==> config.mk <==
export PLATFORM = sky130hd
export DESIGN_NAME = occf_wb_stream_sink_flat
export DESIGN_NICKNAME = d
export VERILOG_FILES = /design/src/rtl/occf_wb_stream_sink_if.sv /design/src/rtl/occf_wb_stream_sink.sv /design/src/flat_wrapper.sv
export SDC_FILE = /design/constraint.sdc
export NUM_CORES = 1
export LEC_CHECK = 0
export BUFFER_PORTS_ARGS = -buffer_cell sky130_fd_sc_hd__buf_2
export CORE_ASPECT_RATIO = 1.1
export CORE_UTILIZATION = 40
export DETAILED_ROUTE_END_ITERATION = 8
export GPL_TIMING_DRIVEN = 0
export SYNTH_ARGS = -nofsm -noshare
export SYNTH_HDL_FRONTEND = slang
export SYNTH_SLANG_ARGS = --single-unit
export TNS_END_PERCENT = 10
==> constraint.sdc <==
create_clock -name clk_i -period 66.4 [get_ports clk_i]
set_input_delay 16.6 -clock clk_i [delete_from_list [all_inputs] [get_ports clk_i]]
set_output_delay 16.6 -clock clk_i [all_outputs]
set_load 0.05 [all_outputs]
==> src/rtl/occf_wb_stream_sink_if.sv <==
// Wishbone pipelined-slave sink bus plus downstream word stream, bundled for occf_wb_stream_sink.
interface occf_wb_stream_sink_if;
  logic [127:0] snk_dat_i;
  logic [3:0]   snk_adr_i;
  logic [15:0]  snk_sel_i;
  logic         snk_cyc_i;
  logic         snk_stb_i;
  logic         snk_we_i;
  logic         snk_stall_o;
  logic         snk_ack_o;
  logic         snk_err_o;
  logic         snk_rty_o;
  logic [3:0]   addr_o;
  logic [127:0] data_o;
  logic         dvalid_o;
  logic         sof_o;
  logic         eof_o;
  logic [15:0]  bytesel_o;
  logic         dreq_i;

  modport slave (
    input  snk_dat_i, snk_adr_i, snk_sel_i, snk_cyc_i, snk_stb_i, snk_we_i, dreq_i,
    output snk_stall_o, snk_ack_o, snk_err_o, snk_rty_o,
    output addr_o, data_o, dvalid_o, sof_o, eof_o, bytesel_o
  );

  modport master (
    output snk_dat_i, snk_adr_i, snk_sel_i, snk_cyc_i, snk_stb_i, snk_we_i, dreq_i,
    input  snk_stall_o, snk_ack_o, snk_err_o, snk_rty_o,
    input  addr_o, data_o, dvalid_o, sof_o, eof_o, bytesel_o
  );
endinterface

==> src/rtl/occf_wb_stream_sink.sv <==
// WB pipelined write sink: one CYC period per packet, words buffered through a holding register
// and FIFO, then streamed out with sof/eof flags as one dvalid pulse per word.
module occf_wb_stream_sink #(
  parameter int G_FIFO_DEPTH         = 8,
  parameter int G_WITH_FIFO_INFERRED = 1
) (
  input  logic                 clk_i,
  input  logic                 rst_i,
  occf_wb_stream_sink_if.slave bus
);
  localparam int DATA_W = 128;
  localparam int ADR_W  = 4;
  localparam int SEL_W  = 16;
  localparam int PTR_W  = $clog2(G_FIFO_DEPTH);
  localparam int CNT_W  = PTR_W + 1;

  typedef struct packed {
    logic [ADR_W-1:0]  adr;
    logic [DATA_W-1:0] dat;
    logic [SEL_W-1:0]  sel;
    logic              sof;
    logic              eof;
  } word_t;

  logic             accept, capture, push, pop;
  logic             stall_p0, ack_p0, sof_pend_p0, hold_full_p0;
  word_t            hold_p0, push_word, fifo_word;
  logic [PTR_W-1:0] wr_ptr_p1, rd_ptr_p1;
  logic [CNT_W-1:0] count_p1;

  logic              vld_p2, sof_p2, eof_p2;
  logic [ADR_W-1:0]  addr_p2;
  logic [DATA_W-1:0] data_p2;
  logic [SEL_W-1:0]  sel_p2;

  assign accept  = bus.snk_cyc_i & bus.snk_stb_i & ~stall_p0;
  assign capture = accept & bus.snk_we_i;
  // The held word leaves when the next word displaces it, or as the packet tail once CYC drops.
  assign push    = hold_full_p0 & (capture | ~bus.snk_cyc_i);
  assign pop     = bus.dreq_i & (count_p1 != '0);

  always_comb begin
    push_word     = hold_p0;
    push_word.eof = ~bus.snk_cyc_i;
  end

  // Stage p0: WB handshake and holding register
  always_ff @(posedge clk_i) begin
    if (rst_i) begin
      ack_p0       <= 1'b0;
      stall_p0     <= 1'b0;
      hold_full_p0 <= 1'b0;
      sof_pend_p0  <= 1'b1;
    end else begin
      ack_p0   <= accept;
      stall_p0 <= (count_p1 >= CNT_W'(G_FIFO_DEPTH - 2));
      if (capture) begin
        hold_full_p0 <= 1'b1;
        sof_pend_p0  <= 1'b0;
      end else if (push) begin
        hold_full_p0 <= 1'b0;
      end
      if (!bus.snk_cyc_i) sof_pend_p0 <= 1'b1;
    end
  end

  always_ff @(posedge clk_i) begin
    if (capture) begin
      hold_p0.adr <= bus.snk_adr_i;
      hold_p0.dat <= bus.snk_dat_i;
      hold_p0.sel <= bus.snk_sel_i;
      hold_p0.sof <= sof_pend_p0;
      hold_p0.eof <= 1'b0;
    end
  end

  // Stage p1: FIFO pointers and storage
  always_ff @(posedge clk_i) begin
    if (rst_i) begin
      wr_ptr_p1 <= '0;
      rd_ptr_p1 <= '0;
      count_p1  <= '0;
    end else begin
      if (push) wr_ptr_p1 <= wr_ptr_p1 + 1'b1;
      if (pop)  rd_ptr_p1 <= rd_ptr_p1 + 1'b1;
      case ({push, pop})
        2'b10:   count_p1 <= count_p1 + 1'b1;
        2'b01:   count_p1 <= count_p1 - 1'b1;
        default: count_p1 <= count_p1;
      endcase
    end
  end

  generate
    if (G_WITH_FIFO_INFERRED != 0) begin : g_ram
      word_t mem [G_FIFO_DEPTH];
      always_ff @(posedge clk_i) begin
        if (push) mem[wr_ptr_p1] <= push_word;
      end
      assign fifo_word = mem[rd_ptr_p1];
    end else begin : g_regs
      word_t regs [G_FIFO_DEPTH];
      always_ff @(posedge clk_i) begin
        for (int i = 0; i < G_FIFO_DEPTH; i++) begin
          if (push && (wr_ptr_p1 == PTR_W'(i))) regs[i] <= push_word;
        end
      end
      assign fifo_word = regs[rd_ptr_p1];
    end
  endgenerate

  // Stage p2: output register, data held between pulses
  always_ff @(posedge clk_i) begin
    if (rst_i) begin
      vld_p2  <= 1'b0;
      sof_p2  <= 1'b0;
      eof_p2  <= 1'b0;
      addr_p2 <= '0;
      data_p2 <= '0;
      sel_p2  <= '0;
    end else begin
      vld_p2 <= pop;
      sof_p2 <= pop & fifo_word.sof;
      eof_p2 <= pop & fifo_word.eof;
      if (pop) begin
        addr_p2 <= fifo_word.adr;
        data_p2 <= fifo_word.dat;
        sel_p2  <= fifo_word.sel;
      end
    end
  end

  assign bus.snk_stall_o = stall_p0;
  assign bus.snk_ack_o   = ack_p0;
  assign bus.snk_err_o   = 1'b0;
  assign bus.snk_rty_o   = 1'b0;
  assign bus.dvalid_o    = vld_p2;
  assign bus.sof_o       = sof_p2;
  assign bus.eof_o       = eof_p2;
  assign bus.addr_o      = addr_p2;
  assign bus.data_o      = data_p2;
  assign bus.bytesel_o   = sel_p2;
endmodule

==> src/flat_wrapper.sv <==
// flat-port wrapper written by rule: the top's interface ports become plain ports
module occf_wb_stream_sink_flat 
#(
  parameter int G_FIFO_DEPTH         = 8,
  parameter int G_WITH_FIFO_INFERRED = 1
)
  (clk_i, rst_i, bus_snk_dat_i, bus_snk_adr_i, bus_snk_sel_i, bus_snk_cyc_i, bus_snk_stb_i, bus_snk_we_i, bus_dreq_i, bus_snk_stall_o, bus_snk_ack_o, bus_snk_err_o, bus_snk_rty_o, bus_addr_o, bus_data_o, bus_dvalid_o, bus_sof_o, bus_eof_o, bus_bytesel_o);
  occf_wb_stream_sink_if bus_i ();
  input  logic clk_i;
  input  logic rst_i;
  input wire logic [$bits(bus_i.snk_dat_i)-1:0] bus_snk_dat_i;
  input wire logic [$bits(bus_i.snk_adr_i)-1:0] bus_snk_adr_i;
  input wire logic [$bits(bus_i.snk_sel_i)-1:0] bus_snk_sel_i;
  input wire logic [$bits(bus_i.snk_cyc_i)-1:0] bus_snk_cyc_i;
  input wire logic [$bits(bus_i.snk_stb_i)-1:0] bus_snk_stb_i;
  input wire logic [$bits(bus_i.snk_we_i)-1:0] bus_snk_we_i;
  input wire logic [$bits(bus_i.dreq_i)-1:0] bus_dreq_i;
  output wire logic [$bits(bus_i.snk_stall_o)-1:0] bus_snk_stall_o;
  output wire logic [$bits(bus_i.snk_ack_o)-1:0] bus_snk_ack_o;
  output wire logic [$bits(bus_i.snk_err_o)-1:0] bus_snk_err_o;
  output wire logic [$bits(bus_i.snk_rty_o)-1:0] bus_snk_rty_o;
  output wire logic [$bits(bus_i.addr_o)-1:0] bus_addr_o;
  output wire logic [$bits(bus_i.data_o)-1:0] bus_data_o;
  output wire logic [$bits(bus_i.dvalid_o)-1:0] bus_dvalid_o;
  output wire logic [$bits(bus_i.sof_o)-1:0] bus_sof_o;
  output wire logic [$bits(bus_i.eof_o)-1:0] bus_eof_o;
  output wire logic [$bits(bus_i.bytesel_o)-1:0] bus_bytesel_o;
  assign bus_i.snk_dat_i = bus_snk_dat_i;
  assign bus_i.snk_adr_i = bus_snk_adr_i;
  assign bus_i.snk_sel_i = bus_snk_sel_i;
  assign bus_i.snk_cyc_i = bus_snk_cyc_i;
  assign bus_i.snk_stb_i = bus_snk_stb_i;
  assign bus_i.snk_we_i = bus_snk_we_i;
  assign bus_i.dreq_i = bus_dreq_i;
  assign bus_snk_stall_o = bus_i.snk_stall_o;
  assign bus_snk_ack_o = bus_i.snk_ack_o;
  assign bus_snk_err_o = bus_i.snk_err_o;
  assign bus_snk_rty_o = bus_i.snk_rty_o;
  assign bus_addr_o = bus_i.addr_o;
  assign bus_data_o = bus_i.data_o;
  assign bus_dvalid_o = bus_i.dvalid_o;
  assign bus_sof_o = bus_i.sof_o;
  assign bus_eof_o = bus_i.eof_o;
  assign bus_bytesel_o = bus_i.bytesel_o;
  occf_wb_stream_sink #(.G_FIFO_DEPTH(G_FIFO_DEPTH), .G_WITH_FIFO_INFERRED(G_WITH_FIFO_INFERRED)) u_core (.clk_i(clk_i), .rst_i(rst_i), .bus(bus_i));
endmodule
==> results of run 1 <==
-- placed cells by master, fill, tap and decap left out, drive strengths merged, types with 10 or more instances in the layout --
| cell | instances |
|---|---|
| nor2 | 164 |
| buf | 525 |
| clkbuf | 263 |
| clkinv | 51 |
| nor3 | 154 |
| clkinvlp | 10 |
| edfxtp | 1349 |
| dfxtp | 168 |
| o22ai | 148 |
| bufinv | 20 |
| mux4 | 300 |
| inv | 12 |
-- cell families after synthesis --
logic type,after synthesis
other,1
XOR/XNOR,7
buffers and inverters,141
AO/OA/AOI/OAI,160
flip-flops,1517
adder cells (fa/ha/maj),5
AND/OR/NAND/NOR,337
multiplexers,305
-- metal layers --
metal / wire, um / track usage [%] / up-vias
li1: - / - / 11500
met1: 55500 / 26.3 / 14100
met2: 66200 / 32.5 / 956
met3: 8830 / 4.11 / 191
met4: 3490 / 6.32 / 2
met5: 13 / 0 / -
-- cells in the mapped netlist, drive strengths merged (2+ instances only) --
cell / n
dfxtp: 168
o21ai: 3
inv: 4
ha: 5
buf: 77
nand2b: 4
mux4: 300
a21oi: 5
edfxtp: 1349
clkbuf: 60
xnor2: 2
o22ai: 148
nor2: 164
xor2: 5
mux2i: 4
nand2: 5
nor3: 154
-- worst paths after layout --
path	depth (start not counted)	slack [ns]	endpoint
min reg2reg	1	0.46	u_core.bus.snk_ack_o
max	13	46.78	u_core.g_ram.mem[4][140]
max reg2reg	13	62.32	u_core.g_ram.mem[4][140]
min	1	0.46	u_core.bus.snk_ack_o
-- power by group through the flow --
stage / sequential, mW / clock (mW) / combinational, mW
2_1_floorplan: 1.12 / 0 / 0.0698
3_5_place_dp: 1.08 / 0 / 0.159
5_1_grt: 1.06 / 0.949 / 0.167
4_1_cts: 1.06 / 0.913 / 0.159
6_report: 1.06 / 0.895 / 0.155
3_3_place_gp: 1.08 / 0 / 0.156
-- sequential cells by signal (all words and copies together), names as in the netlist, 3 cells and up, named ones only --
register	cells
u_core.bus.addr_o	4
u_core.bus.bytesel_o	16
u_core.bus.data_o	128
u_core.count_p1	4
u_core.g_ram.mem	1200
u_core.hold_p0	149
u_core.rd_ptr_p1	3
u_core.wr_ptr_p1	3
-- final cells by class --
| cell class | count | area, um^2 | share of cell area [%] |
|---|---|---|---|
| plain buffers | 137 | 689 | 1.06 |
| clock inverters | 89 | 1090 | 1.68 |
| multi-input cells | 816 | 9520 | 14.6 |
| well taps | 1787 | 2240 | 3.44 |
| repair buffers | 448 | 3350 | 5.15 |
| inverters | 4 | 15.0 | 0.0231 |
| flip-flops and latches | 1517 | 43900 | 67.5 |
| clock buffers | 203 | 4210 | 6.48 |
-- stage by stage --
stage	hold WS, ns	setup slack, ns	std cells
after global routing	0.480	46.68	5001
after global placement	0.427	15.51	4567
final	0.457	46.78	5001
after floorplan	0.408	34.07	2474
after detailed placement	0.448	46.02	4709
after CTS	0.457	46.87	5001
==> impl_results.md, run 1 <==
- Status: finished clean
- Top delay family on crit path: buffers and inverters
- Flop pwr share: 50.3%
- Synth area leader: edfxtp_1
- Worst path bufs/invs: 10
- Crit. End Element: flop
- Area Growth Syn to Fin: 20.3%
- #FFs+latches synth: 1517
- Vias in the first global route: 28100
- Min-delay src: u_core.bus.snk_stall_o
- Slew headroom: 9.43%
- First-pass GRT wire length: 193000 um
- Final period utilization: 29.5%
- Row count: 141
- Largest net degree at the start of global routing: 50
- DRC: 0
- Clk root buf: clkbuf_16
- Ys flop type: edfxtp_1
- Synth Instances: 2473
- PostCTS Resize Cnt: 0
- Post-synth ARST share: 0%
- Worst Skew: 0.0293 ns
- CP dominant cell by count: buf_6
- CP max-delay cell: nor3_2
- GPL Wtd Cong: 0.724
- Fraction of the yosys area taken by sequential cells: 81.2%
- Final setup vio count: 0
- Reg clk slew, reported paths: 0.06 ns
- Post-Syn Area per Cell: 21.9 um^2
- Psw: 0.481 mW
- Total power: 2.11 mW
- Total global-route track usage: 19.8%
- Critical path's largest stage delay: 0.81 ns
- Sw Ratio: 22.8%
- YS warnings: 0
- Post-synth cell types: 40
- H-tree levels: 4
- Power Dens Cells: 32.5 nW/um^2
- Arr. time, crit path: 20.12 ns
- Least-Margin Pin Slew: 1.36 ns
- Routed vias/inst: 5.33
- I/O pin count: 309
- Die X: 352 um
- Vias post-DR: 26700
- Largest family of logic cells by synthesized area: multiplexers
- Top cell type's share of synthesized area: 75.0%
- Placed instance area: 59700 um^2
- Combinational fraction of design power: 7.4%
- CTS sink count: 1517
- Compound-Gate Fraction of Synth Area: 1.88%
- Fillers: 10900
- Routed len/inst: 26.8 um
- Nets: 3238
- DIE HEIGHT: 387 um
- Worst-case clock buffer depth: 3
- Die area: 137000 um^2
- Pleak: 21.2 nW
- Max Fanout on Critical Path: 10
- Layout Utilization: 48.4%
- Final hold vios: 0
- Crit-path cells: buf_2 -> inv_1 -> o21ai_1 -> or2_1 -> nor3_2 -> buf_8 -> buf_6 -> buf_6 -> buf_8 -> buf_6 -> buf_8 -> buf_6 -> buf_6
- Worst EP required: 66.90 ns
- IO buf count: 306
- TritonRoute pass-1 iters: 5
- Clock share of power: 42.4%
- Routed Antenna Nets: 0
- Initial Util: 40.2%
- Hold_buf cts: 0
- CP Class: input pin to flop
- Max_cap viols: 0
- Synth Area in XOR/XNOR: 0.113%
- # diodes: 0
- HPWL Detailed: 88700 um
- Postcts setup bufs: 0
- Post-synthesis adder-cell area fraction: 0.116%
- Hold WC Path Type: flop to flop
- Setup TNS: 0 ns
- CTS Buf Count: 155
- Peak supply drop: 24.5 uV
- Final wirelength: 134000 um
- Clock period minus worst slack: 19.62 ns
- Peak Freq: 51.0 MHz
- Ranking of synthesized cells by area: edfxtp_1 75%, mux4_2 13%, dfxtp_1 6.2%, o22ai_1 1.7%, nor3_1 1.4%
- CTS tree: yes
- Worst setup path start: bus_snk_cyc_i
- Core Region: 134000 um^2
- Critical Path Start Type: input pin
- Internal: 1.63 mW
- Layout cells sized above 1: 33.4%
- Final std cell area, no fill: 65000 um^2
- Initial antenna violation count: 8
- Max-slew violations: 0
- Reg2reg start: u_core.bus.snk_stall_o
- Mux share of post-synthesis cell area: 12.6%
- Initial DRC count: 2743
- RSZ-0062 raised after global routing: false
- Mapped cell area: 54000 um^2
- Grt ovf: 0
- Worst-Skew Late Latency: 0.79 ns
- Post-synthesis simple-gate area fraction: 2.79%
- Number of synthesized flops with an enable pin: 1349
No activity file was read; power rests on OpenSTA's default activity.
==> run 2: changes to the inputs <==
- ABC_AREA: default -> 1
- clock period: 66.4 -> 19.1 ns (I/O delays scaled with it)
==> run 2 against run 1 <==
Effect of this change: via count increased by 35%; utilization is 0.64 points lower; non-clock buffer count increased by 59; area after synthesis rose by 6.8%; global-route usage is 1.5 points higher; largest power group unchanged; synthesized cell count increased by 80%.
==> impl_results.md, run 2 <==
- Status: finished clean (unchanged)
- Least-Margin Pin Slew: 0.998 ns (was 1.36 ns)
- Clock period minus worst slack: 6.72 ns
- Synth area leader: edfxtp_1 (unchanged)
- Postcts setup bufs: 0 (unchanged)
- Hold_buf cts: 0 (unchanged)
- IO buf count: 305 (was 306)
- Critical path's largest stage delay: 0.76 ns (was 0.81 ns)
- DRC: 0 (unchanged)
- Final period utilization: 35.2%
- Area Growth Syn to Fin: 18.0% (was 20.3%)
- Initial DRC count: 3453 (was 2743)
- Core Region: 143000 um^2 (was 134000 um^2)
- CP dominant cell by count: nand2_1 (was buf_6)
- Total global-route track usage: 21.2% (was 19.8%)
- Peak supply drop: 114 uV (was 24.5 uV)
- Vias in the first global route: 34700 (was 28100)
- I/O pin count: 309 (unchanged)
- Ys flop type: edfxtp_1 (unchanged)
- Peak Freq: 149 MHz
- R2R Setup Slk: 16.08 ns (was 62.32 ns)
- Most frequent cell after synthesis: edfxtp_1 (unchanged)
- Ranking of synthesized cells by area: edfxtp_1 70%, dfxtp_1 5.8%, nor2_1 4.6%, o211ai_1 3.4%, o21ai_0 3.3% (was edfxtp_1 75%, mux4_2 13%, dfxtp_1 6.2%, o22ai_1 1.7%, nor3_1 1.4%)
- Hold slack: 0.456 ns (was 0.457 ns)
- Reg2reg end: u_core.g_ram.mem[6][102] (was u_core.g_ram.mem[4][140])
- Max-slew violations: 0 (unchanged)
- Mapped cell area: 57700 um^2 (was 54000 um^2)
- DIE HEIGHT: 400 um (was 387 um)
- Pleak: 24.4 nW (was 21.2 nW)
- Routed len/inst: 22.1 um (was 26.8 um)
- CTS tree: yes (unchanged)
- Largest net degree at the start of global routing: 36 (was 50)
- CP Class: input pin to flop (unchanged)
- H-tree levels: 4 (unchanged)
- Layout cells sized above 1: 16.3% (was 33.4%)
- Worst-Skew Late Latency: 0.81 ns (was 0.79 ns)
- Arr. time, crit path: 7.19 ns (was 20.12 ns)
- RSZ-0062 raised after global routing: false (unchanged)
- Max_cap viols: 0 (unchanged)
- Final wirelength: 155000 um (was 134000 um)
- Post-synth cell types: 28 (was 40)
- First-pass GRT wire length: 227000 um (was 193000 um)
- Crit-path cells: buf_2 -> nand3_1 -> nand2_1 -> nand2_1 -> inv_1 -> nand2_1 -> nor2_4 -> buf_12 -> buf_12 (was buf_2 -> inv_1 -> o21ai_1 -> or2_1 -> nor3_2 -> buf_8 -> buf_6 -> buf_6 -> buf_8 -> buf_6 -> buf_8 -> buf_6 -> buf_6)
- Crit. End Element: flop (unchanged)
- CTS Buf Count: 159 (was 155)
- Setup TNS: 0 ns (unchanged)
- #FFs+latches synth: 1517 (unchanged)
- Reg clk slew, reported paths: 0.06 ns (about the same)
- Hold Path Sink: u_core.hold_full_p0 (was u_core.bus.snk_ack_o)
- Vias post-DR: 36100 (was 26700)
- PostCTS Resize Cnt: 0 (unchanged)
- Total power: 9.90 mW (was 2.11 mW)
- Top cells by count, synth: 1349 x edfxtp_1, 700 x nor2_1, 433 x nand2_1, 384 x o21ai_0, 302 x nand3_1 (was 1349 x edfxtp_1, 300 x mux4_2, 168 x dfxtp_1, 164 x nor2_1, 154 x nor3_1)
- Die area: 146000 um^2 (was 137000 um^2)
- Worst EP required: 19.57 ns (was 66.90 ns)
- Fraction of the yosys area taken by sequential cells: 76.0% (was 81.2%)
- Max Fanout on Critical Path: 29 (was 10)
- Die X: 364 um (was 352 um)
- Nets: 5128 (was 3238)
- Final setup vio count: 0 (unchanged)
- Most common cell after layout, fill and taps aside: edfxtp_1 (unchanged)
- Power Dens Cells: 145 nW/um^2 (was 32.5 nW/um^2)
- R2R depth: 9 (was 13)
- Grt ovf: 0 (unchanged)
- Most frequent cells in the layout: 1349 x edfxtp_1, 691 x nor2_1, 466 x buf_2 (was 1349 x edfxtp_1, 348 x buf_2, 300 x mux4_2)
- Worst Skew: 0.0396 ns (was 0.0293 ns)
- Max reg flops: 1200 (unchanged)
- Final hold vios: 0 (unchanged)
- Routed Antenna Nets: 0 (unchanged)
- Hold WC Path Type: flop to flop (unchanged)
- Top reg by flops: u_core.g_ram.mem (unchanged)
- YS warnings: 0 (unchanged)
- TritonRoute pass-1 iters: 6 (was 5)
- Reg2reg start: u_core.bus.snk_stall_o (unchanged)
- Number of synthesized flops with an enable pin: 1349 (unchanged)
- Synth Instances: 4447 (was 2473)
- Initial antenna violation count: 12 (was 8)
- Routed vias/inst: 5.14 (was 5.33)
- Initial Util: 40.5% (was 40.2%)
- Post-synth ARST share: 0% (unchanged)
- Clk root buf: clkbuf_16 (unchanged)
- CP max-delay cell: nor2_4 (was nor3_2)
- Hold depth: 2 (was 1)
- HPWL Detailed: 103000 um (was 88700 um)
- Post-Syn Area per Cell: 13.0 um^2 (was 21.9 um^2)
- Row count: 145 (was 141)
- Min-delay src: u_core.hold_full_p0 (was u_core.bus.snk_stall_o)
- Slew headroom: 33.5% (was 9.43%)
- Worst-case clock buffer depth: 3 (unchanged)
- GPL Wtd Cong: 0.789 (was 0.724)
- CTS sink count: 1517 (unchanged)
- Critical Path Start Type: input pin (unchanged)
- Top cell type's share of synthesized area: 70.2% (was 75.0%)
==> run 2: cell types whose count changed in the layout (fill, tap and decap cells not counted), moves of 118 or more <==
cell      change
a21oi_1     +144
mux4_2      -300
o22ai_1     -146
o211ai_1    +261
buf_2       +118
nor3_1      -149
inv_1       +276
nor2_1      +530
nand2_1     +429
nand3_1     +302
o21ai_0     +382
==> run 2: worst max-delay path, delay by kind of cell <==
| family | cells | cell delay, ns |
|---|---|---|
| simple gates | 5 | 1.57 |
| buf+inv | 4 | 0.81 |
==> run 2: cell families after synthesis <==
logic type	count (synthesis)	share of synthesized area [%]
AO/OA/AOI/OAI	917	9.15
flip-flops	1517	76.0
buffers and inverters	568	4.69
other	1	0.00650
adder cells (fa/ha/maj)	5	0.108
XOR/XNOR	3	0.0455
AND/OR/NAND/NOR	1436	10.0
==> run 2: final cells by class <==
cell class	instances	area, um^2
multi-input cells	2363	11200
diodes	5	12.5
clock inverters	89	845
inverters	284	1070
well taps	1911	2390
fillers	12500	74500
repair buffers	360	2700
clock buffers	207	4370
flip-flops and latches	1517	43900
plain buffers	284	1640
==> run 2: worst max-delay path by stage <==
stage | endpoint | start | slack, ns
3_3_place_gp | u_core.g_ram.mem[1][119] | bus_snk_stb_i | 0.51
6_report | u_core.g_ram.mem[6][102] | bus_snk_stb_i | 12.38
5_1_grt | u_core.g_ram.mem[6][98] | bus_snk_stb_i | 12.24
2_1_floorplan | u_core.g_ram.mem[0][0] | bus_snk_we_i | 6.91
4_1_cts | u_core.g_ram.mem[6][98] | bus_snk_stb_i | 12.36
3_5_place_dp | u_core.g_ram.mem[6][102] | bus_snk_stb_i | 11.53
==> run 2: where the power goes <==
group / leakage, nW / total, mW / switching (mW) / internal [mW]
clock: 2.56 / 3.07 / 1.32 / 1.76
combinational: 8.27 / 2.89 / 2.10 / 0.787
sequential: 13.5 / 3.94 / 0.155 / 3.78
==> run 2: metrics by stage <==
| stage | util (%) | area [um^2] | instances | worst slack (ns) |
|---|---|---|---|---|
| final | 47.8 | 68100 | 7020 | 12.38 |
| after floorplan | - | 57700 | 4448 | 6.91 |
| after global placement | 43.2 | 61600 | 6664 | 0.512 |
| after global routing | 47.8 | 68100 | 7015 | 12.24 |
| after CTS | 47.8 | 68100 | 7015 | 12.36 |
| after detailed placement | 44.1 | 62900 | 6719 | 11.53 |
==> run 2: routing by layer <==
metal / global-route usage [%] / vias up / wire, um
met5: 0 / - / 9
met4: 7.32 / 2 / 4780
met1: 28.8 / 17700 / 65200
li1: - / 16900 / -
met3: 4.11 / 226 / 11800
met2: 34.1 / 1234 / 73700
